$ cat src/rtl/pe_seq_ctrl.sv
// pe_seq_ctrl: job sequencer for a single FP16 MAC PE.
// Accepts a dot-product job, streams operand reads from the weight and input SRAMs,
// steers the PE accumulate-select/partial-sum inputs, waits out the PE latency and
// returns the captured sum on a valid/ready port. No FP arithmetic is done here.
module pe_seq_ctrl #(
  parameter int unsigned ADDR_W = 8,
  parameter int unsigned LEN_W  = 8,
  parameter int unsigned PE_LAT = 2
) (
  input  logic              clk,
  input  logic              rst,
  input  logic              abort,
  input  logic              start_valid,
  output logic              start_ready,
  input  logic [LEN_W-1:0]  cfg_len,
  input  logic [ADDR_W-1:0] cfg_wbase,
  input  logic [ADDR_W-1:0] cfg_ibase,
  input  logic              cfg_use_psum,
  input  logic [15:0]       cfg_psum,
  output logic              wgt_ren,
  output logic              ipt_ren,
  output logic [ADDR_W-1:0] wgt_addr,
  output logic [ADDR_W-1:0] ipt_addr,
  output logic              pe_accum,
  output logic [15:0]       pe_psum,
  input  logic [15:0]       pe_result,
  output logic              res_valid,
  input  logic              res_ready,
  output logic [15:0]       res_data,
  output logic              busy
);

  // Drain counter must hold 0..PE_LAT.
  localparam int unsigned DRAIN_W = $clog2(PE_LAT + 1) + 1;

  typedef enum logic [1:0] {StIdle, StIssue, StDrain, StHold} state_e;

  state_e             state_q, state_d;
  logic [LEN_W-1:0]   len_q, len_d;
  logic [LEN_W-1:0]   cnt_q, cnt_d;
  logic [DRAIN_W-1:0] dcnt_q, dcnt_d;
  logic [ADDR_W-1:0]  wbase_q, wbase_d;
  logic [ADDR_W-1:0]  ibase_q, ibase_d;
  logic [15:0]        seed_q, seed_d;
  logic [15:0]        res_q, res_d;
  logic               accum_q, accum_d;
  logic               issue;

  // Next-state logic: job acceptance, issue/drain counting, result capture and handshake.
  always_comb begin
    state_d = state_q;
    len_d   = len_q;
    cnt_d   = cnt_q;
    dcnt_d  = dcnt_q;
    wbase_d = wbase_q;
    ibase_d = ibase_q;
    seed_d  = seed_q;
    res_d   = res_q;
    if (abort) begin
      state_d = StIdle;
    end else begin
      unique case (state_q)
        StIdle: begin
          if (start_valid) begin
            len_d   = cfg_len;
            wbase_d = cfg_wbase;
            ibase_d = cfg_ibase;
            seed_d  = cfg_use_psum ? cfg_psum : 16'h0000;
            cnt_d   = '0;
            if (cfg_len == '0) begin
              // Empty job: the result is just the seed.
              res_d   = cfg_use_psum ? cfg_psum : 16'h0000;
              state_d = StHold;
            end else begin
              state_d = StIssue;
            end
          end
        end
        StIssue: begin
          if (cnt_q == len_q - LEN_W'(1)) begin
            dcnt_d  = '0;
            state_d = StDrain;
          end else begin
            cnt_d = cnt_q + LEN_W'(1);
          end
        end
        StDrain: begin
          // Last operands land one cycle after the last issue, sum PE_LAT cycles later.
          if (dcnt_q == DRAIN_W'(PE_LAT)) begin
            res_d   = pe_result;
            state_d = StHold;
          end else begin
            dcnt_d = dcnt_q + DRAIN_W'(1);
          end
        end
        StHold: begin
          if (res_ready) begin
            state_d = StIdle;
          end
        end
        default: state_d = StIdle;
      endcase
    end
  end

  // Accumulate-select follows operand arrival: clear only for element 0.
  always_comb begin
    accum_d = !((state_q == StIssue) && (cnt_q == '0) && !abort);
  end

  // State and datapath registers.
  always_ff @(posedge clk or negedge rst) begin
    if (!rst) begin
      state_q <= StIdle;
      len_q   <= '0;
      cnt_q   <= '0;
      dcnt_q  <= '0;
      wbase_q <= '0;
      ibase_q <= '0;
      seed_q  <= 16'h0000;
      res_q   <= 16'h0000;
      accum_q <= 1'b1;
    end else begin
      state_q <= state_d;
      len_q   <= len_d;
      cnt_q   <= cnt_d;
      dcnt_q  <= dcnt_d;
      wbase_q <= wbase_d;
      ibase_q <= ibase_d;
      seed_q  <= seed_d;
      res_q   <= res_d;
      accum_q <= accum_d;
    end
  end

  // Outputs decoded from state; addresses wrap modulo 2^ADDR_W.
  always_comb begin
    issue       = (state_q == StIssue);
    start_ready = (state_q == StIdle);
    busy        = (state_q != StIdle);
    wgt_ren     = issue;
    ipt_ren     = issue;
    wgt_addr    = issue ? wbase_q + ADDR_W'(cnt_q) : '0;
    ipt_addr    = issue ? ibase_q + ADDR_W'(cnt_q) : '0;
    pe_accum    = accum_q;
    pe_psum     = (state_q != StIdle) ? seed_q : 16'h0000;
    res_valid   = (state_q == StHold);
    res_data    = res_q;
  end

endmodule
$ cat config.mk
export PLATFORM = sky130hd
export DESIGN_NAME = pe_seq_ctrl
export DESIGN_NICKNAME = d
export VERILOG_FILES = /design/src/rtl/pe_seq_ctrl.sv
export SDC_FILE = /design/constraint.sdc
export NUM_CORES = 1
export LEC_CHECK = 0
export CORE_ASPECT_RATIO = 1.1
export CORE_UTILIZATION = 49
export CTS_CLUSTER_DIAMETER = 30
export DETAILED_ROUTE_END_ITERATION = 7
export PLACE_DENSITY_LB_ADDON = 0.05
export SLEW_MARGIN = 25
export SYNTH_ARGS = -nofsm -noshare
export SYNTH_HDL_FRONTEND = slang
export SYNTH_SLANG_ARGS = --single-unit
$ cat constraint.sdc
create_clock -name clk -period 2.5 [get_ports clk]
set_clock_uncertainty 0.05 [all_clocks]
set_input_delay 0.25 -clock clk [delete_from_list [all_inputs] [get_ports clk]]
set_output_delay 0.25 -clock clk [all_outputs]
set_load 0.05 [all_outputs]
==> results of run 1 <==
[area by class of cell]
| class | count | area (sq um) |
|---|---|---|
| well taps | 111 | 139 |
| clock inverters | 6 | 86.3 |
| repair buffers | 143 | 1610 |
| inverters | 10 | 41.3 |
| multi-input cells | 344 | 2520 |
| flip-flops and latches | 70 | 1760 |
| fillers | 611 | 2220 |
| clock buffers | 10 | 128 |
[power by group]
part / switching, uW / internal (uW)
Clock: 449 / 560
Combinational: 1590 / 1420
Sequential: 241 / 1400
Total: 2280 / 3380
[metal layers]
layer  global-route usage  vias to the layer above  part of all wire
met5                    0                        -                 0
met4                0.105                        0             0.028
met3               0.0558                       20             0.049
met2                0.459                       96              0.53
met1                0.271                     1721              0.39
li1                     -                     1808                 -
[layout by cell type, fill, tap and decap left out, types with 6 or more instances in the layout]
cell             instances
mux2_2                  25
nor2_1                  33
dlymetal6s2s_1          17
buf_12                  19
o21ai_1                 19
xnor2_1                 12
a21oi_1                 20
and2_1                  11
clkdlybuf4s50_1         79
clkbuf_8                 9
nand3_1                  6
nand2_1                 61
o21ai_0                 20
inv_1                    9
nor2b_1                 23
ha_1                    18
xor2_1                   9
dfrtp_1                 67
buf_4                   22
a21o_1                  10
[path summary, 6_finish.rpt]
check                         endpoint  slack (ns)  cells past startpoint
max                        wgt_addr[6]       -0.19                      9
min                         ibase_q[1]        0.40                      2
max reg2reg                   cnt_q[0]        0.14                      9
min reg2reg                  seed_q[7]        0.42                      2
max in group asynchronous   seed_q[10]        1.16                      3
min in group clk             seed_q[7]        0.42                      3
[worst reg2reg max path, stage by stage (launching register included)]
cell and delay, ns:
dfrtp_1 0.42, buf_4 0.16, nor2_1 0.22, nand3b_1 0.14, xnor2_1 0.27, a2111oi_4 0.05
buf_4 0.17, a21boi_4 0.30, o21ai_1 0.18, mux2_2 0.29
[cells by family (layout without fill, tap and decap cells)]
family	Yosys count	count (layout)
compound gates	96	96
xor+xnor	24	24
fa+ha+maj	26	26
buf+inv	40	169
flops	70	70
mux	28	28
simple gates	170	170
[timing repair]
item / 4_1_cts / 5_1_grt
pin swaps: 24 / 3
endpoints found under the hold margin: 24 / 0
endpoints found under the setup margin: 8 / 34
hold buffers: 1 / 0
buffers inserted: 8 / 2
gates resized for setup: 21 / 21
[stage by stage]
| stage | setup TNS (ns) | hold slack [ns] |
|---|---|---|
| after floorplan | 0 | -0.0956 |
| after global placement | 0 | 0.256 |
| after detailed placement | -0.141 | 0.264 |
| after CTS | -0.895 | 0.414 |
| after global routing | -1.42 | 0.444 |
| final | -0.650 | 0.401 |
[sequential cells by signal, indices dropped and copies added, names as in the netlist]
name and cells:
cnt_q 8, dcnt_q 3, ibase_q 8, len_q 8, pe_accum 1, res_data 16
seed_q 16, state_q 2, wbase_q 8
==> results.md, run 1 <==
* Via Count at 3645
* Detailed Route Iter0 Violations at 102
* Initial Utilization at 0.511
* I/O pins at 116
* Final hold violations at 0
* Buf/Inv on CP at 2
* Netlist Area Pre-Place at 4340 sq um
* RePlAce Congestion at 0.820
* Area of the core at 8500 sq um
* Leak at 0.00305 uW
* Sequential element share of the synthesized area at 0.404
* Highest clock rate at 372 MHz
* Worst-path clk slew at 0.08 ns
* Post-Layout Inst Area at 6280 sq um
* Failing checks: negative setup slack
* Synth top cells by count: dfrtp_1, nand2_1, nor2_1
* HP Class: input pin to async pin
* Outcome: finished, violations left
* Critical path launch point type: flip-flop
* Mapped Nets at 542
* Critical Path, Cell by Cell: buf_6 -> fa_2 -> a21o_1 -> a21o_1 -> a21o_1 -> a21oi_2 -> xnor2_1 -> and2_4 -> buf_12
* Yosys top cell area share at 0.398
* Global-route wire length before repair at 17700 microns
* # nets final at 666
* Async set-reset flop share out of synthesis at 1.00
* Unrepaired setup endpoints after global routing: yes
* Area post-placement at 5830 sq um
* Setup WS pre-CTS at -0.0292 ns
* Post-synth EDFFs at 0
* CTS tree: built
* Vias in the first global route at 3756
* Post-Synth Simple-Gate Area at 0.197
* Pwr Density at 902 nW/um^2
* Num CTS Buffers at 9
* VDD IR max at 0.000516 V
* Final Slew Violations at 0
* Primary FF master, synth: dfrtp_1
* Rows at 35
* Detail Route Antenna Nets at 0
* Layout cells sized above 1 at 0.216
* HPWL after DPL at 7930 microns
* Crit-path max cell delay at 0.43 ns
* Critical Path Most Common Cell: a21o_1
* N_diodes at 0
* Aggregate routed wire length at 10600 microns
* CTS root buf: clkbuf_8
* CP Data Arrival Time at 2.39 ns
* Critical Path Slowest Stage Cell: dfrtp_1
* DP Cell Count at 667
* # port buffers at 115
* Netlist cell types at 61
* Clk_lat worst skew at 0.35 ns
* Area contributors post-synth: dfrtp_1, ha_1, mux2_2
* Avg Inst Size Synth at 9.56 sq um
* Synth Register Bits at 70
* Buffer depth of the longest clock path at 2
* Crit path max fanout at 2
* WL/cell at 15.3 microns
* CP Capture Type: output port
* Largest family of logic cells by synthesized area: simple AND/OR/NAND/NOR gates
* Xor/xnor share of the synthesized area at 0.0562
* Fin crit share at 1.08
* Final Util at 0.739
* Largest net degree at the start of global routing at 36
* Cell taking the most area after synthesis: dfrtp_1
* Mux contribution to synthesized area at 0.0718
* H-Tree Depth at 3
* Final WS setup at -0.190 ns
* DIE AREA at 9240 sq um
* Count of final setup violators at 7
* Die Ht at 101 microns
* Final cell count without fillers at 694
* Adder-Cell Fraction of Synth Area at 0.0784
* Clk sink count at 70
* Initial antenna violation count at 0
* Total grt overflow at 0
* CP required at 2.20 ns
* Die width at 91.7 microns
* Delay-heaviest family, CP: compound AO/OA/AOI/OAI gates
* Fin crit period at 2.69 ns
* Total GRT Usage at 0.247
* Synth Instances at 454
* Layout area overhead at 44.6%
* Crit path from: wbase_q[1]
* Vias per std cell at 5.25
* Slew @ Worst Pin at 0.637 ns
* DRT Pass-1 Iters at 4
* Most frequent cell after synthesis: dfrtp_1
* Worst r2r src: len_q[0]
* Post-synthesis compound-gate area fraction at 0.148
* DRC Markers at 0
* Final Total Pwr at 5660 uW
* Critical Setup Path Class: flip-flop to output port
* Max-cap viol count at 0
* Yosys warning total at 0
* Max transition margin at 0.575
No activity file was read; power rests on OpenSTA's default activity.
==> inputs of run 2 (changes only) <==
PLACE_DENSITY = 0.85   (was default)
PLACE_DENSITY_LB_ADDON = default   (was 0.05)
==> run 2 against run 1 <==
Against the previous run:
- the flow still finishes with violations (negative setup slack)
- highest routed layer unchanged
- sequential share of layout area is 0.22 points lower
- sequential cell count is the same
- sequential power about the same
==> results.md, run 2 (synthesis results as in run 1) <==
* Final WS setup at -0.284 ns
* Num CTS Buffers at 9
* Die width at 91.7 microns
* Total grt overflow at 0
* Met3 routed WL at 925 microns
* DIE AREA at 9240 sq um
* Vias per std cell at 5.55
* H-Tree Depth at 3
* Vias in the first global route at 4028
* Outcome: finished, violations left
* CP Capture Type: output port
* Setup crit end: wgt_addr[5]
* Area of the core at 8500 sq um
* Buf/Inv on CP at 2
* Setup TNS at -1.51 ns
* Final Slew Violations at 0
* Critical Setup Path Class: flip-flop to output port
* HPWL after DPL at 8180 microns
* Max transition margin at 0.600
* Layout cells sized above 1 at 0.219
* Via Count at 3860
* FF/Latch Area at 1760 sq um
* Global-route wire length before repair at 19500 microns
* Pwr Density at 952 nW/um^2
* # fillers at 544
* Fin crit share at 1.11
* Detail Route Antenna Nets at 0
* Worst r2r src: len_q[0]
* Worst reg2reg path depth at 9
* Leak at 0.00297 uW
* DRC Markers at 0
* Clk sink count at 70
* Initial Utilization at 0.511
* Post-Layout Inst Area at 6330 sq um
* Reg-to-reg critical path endpoint: cnt_q[0]
* Area post-placement at 5810 sq um
* Met2 WL at 6300 microns
* VDD IR max at 0.000454 V
* Crit-path max cell delay at 0.47 ns
* Multi-input logic area at 2550 sq um
* DP Cell Count at 664
* CTS root buf: clkbuf_8
* Count of final setup violators at 8
* I/O pins at 116
* Critical path launch point type: flip-flop
* Critical Path, Cell by Cell: ha_4 -> a21o_1 -> a21oi_2 -> nor2b_2 -> o21a_1 -> buf_4 -> nor2_1 -> xnor2_1 -> and2_1 -> buf_12
* # nets final at 667
* Unrepaired setup endpoints after global routing: yes
* Commonest non-fill, non-tap cell in the layout: clkdlybuf4s50_1
* Most frequent cells in the layout: clkdlybuf4s50_1, dfrtp_1, nand2_1, nor2_1, buf_4
* RePlAce Congestion at 0.864
* CP Data Arrival Time at 2.48 ns
* HP Class: input pin to async pin
* Buffer depth of the longest clock path at 2
* Fin crit period at 2.78 ns
* Setup WS pre-CTS at -0.0777 ns
* Largest net degree at the start of global routing at 36
* WL/cell at 17.2 microns
* Routed met1 length at 4480 microns
* Initial antenna violation count at 0
* Slew @ Worst Pin at 0.598 ns
* Failing checks: negative setup slack
* Worst-path clk slew at 0.08 ns
* Aggregate routed wire length at 12000 microns
* Critical path depth at 10
* # port buffers at 115
* Final cell count without fillers at 695
* Layout area overhead at 45.9%
* Final hold violations at 0
* Detailed Route Iter0 Violations at 146
* N_diodes at 0
* Max Used Layer: met4
* Highest clock rate at 359 MHz
* Crit path max fanout at 5
* Crit path from: cnt_q[1]
* Die Ht at 101 microns
* Flop-to-flop setup slack at 0.13 ns
* Final Util at 0.745
* Max-cap viol count at 0
* CTS tree: built
* Total GRT Usage at 0.271
* DRT Pass-1 Iters at 6
* Critical Path Slowest Stage Cell: dfrtp_2
* Rows at 35
* CP required at 2.20 ns
* Delay-heaviest family, CP: compound AO/OA/AOI/OAI gates
* Clk_lat worst skew at 0.35 ns
[run 2: cell types whose count changed in the layout (fill, tap and decap cells not counted), moves of 2 or more]
cell             previous run  this run
clkdlybuf4s50_1            79        85
buf_6                       4         0
bufinv_16                   2         4
dlymetal6s2s_1             17        10
ha_4                        3         5
ha_2                        3         1
buf_4                      22        28
[run 2: layout make-up]
type,instances,share of cell area
repair buffers,144,0.250
clock inverters,6,0.0211
well taps,111,0.0219
inverters,10,0.00652
clock buffers,10,0.0202
flip-flops and latches,70,0.277
multi-input cells,344,0.403
[run 2: per-layer routing]
layer | global-route usage | up-vias
met3 | 0.0739 | 31
met2 | 0.500 | 166
met1 | 0.298 | 1860
met4 | 0.0974 | 0
li1 | - | 1803
met5 | 0 | -
[run 2: how the worst min path moves through the flow]
stage               from          to  slack (ns)  cells after the start
finish               rst  wbase_q[1]        0.30                      2
global route         rst  wbase_q[5]        0.35                      2
CTS                  rst  ibase_q[4]        0.31                      2
detailed placement   rst  ibase_q[4]        0.15                      1
global placement     rst  wbase_q[1]        0.14                      1
floorplan            rst    cnt_q[0]        -0.1                      0
[run 2: metrics by stage]
step | total power (uW) | hold slack, ns
floorplan | 3480 | -0.0956
global placement | 4400 | 0.143
detailed placement | 4520 | 0.154
CTS | 5920 | 0.313
global route | 6320 | 0.351
finish | 6030 | 0.301
[run 2: worst reg2reg max path: stages, from the launching register on]
cell and delay (ns):
dfrtp_2 0.43, buf_4 0.15, nor2_1 0.20, nand3b_1 0.12
xnor2_1 0.28, a2111oi_4 0.05, buf_4 0.17, a21boi_4 0.31
o21ai_1 0.17, mux2_2 0.30
[run 2: report_power, final]
part	switching [uW]	internal, uW	leakage (uW)
registers	266	1400	0.000897
logic	1690	1450	0.00194
clock network	456	765	0.000130
total	2410	3610	0.00297
[run 2: repair_timing]
item,4_1_cts,5_1_grt
buffers inserted,11,3
hold buffers,1,0
endpoints found under the hold margin,15,0
endpoints found under the setup margin,12,29
gates resized for setup,18,16
pin swaps,23,6
==> inputs of run 3 (changes only) <==
SLEW_MARGIN = default   (was 25)
==> results of run 3 <==
No change in the layout: final DEF, timing and power equal those of run 2.
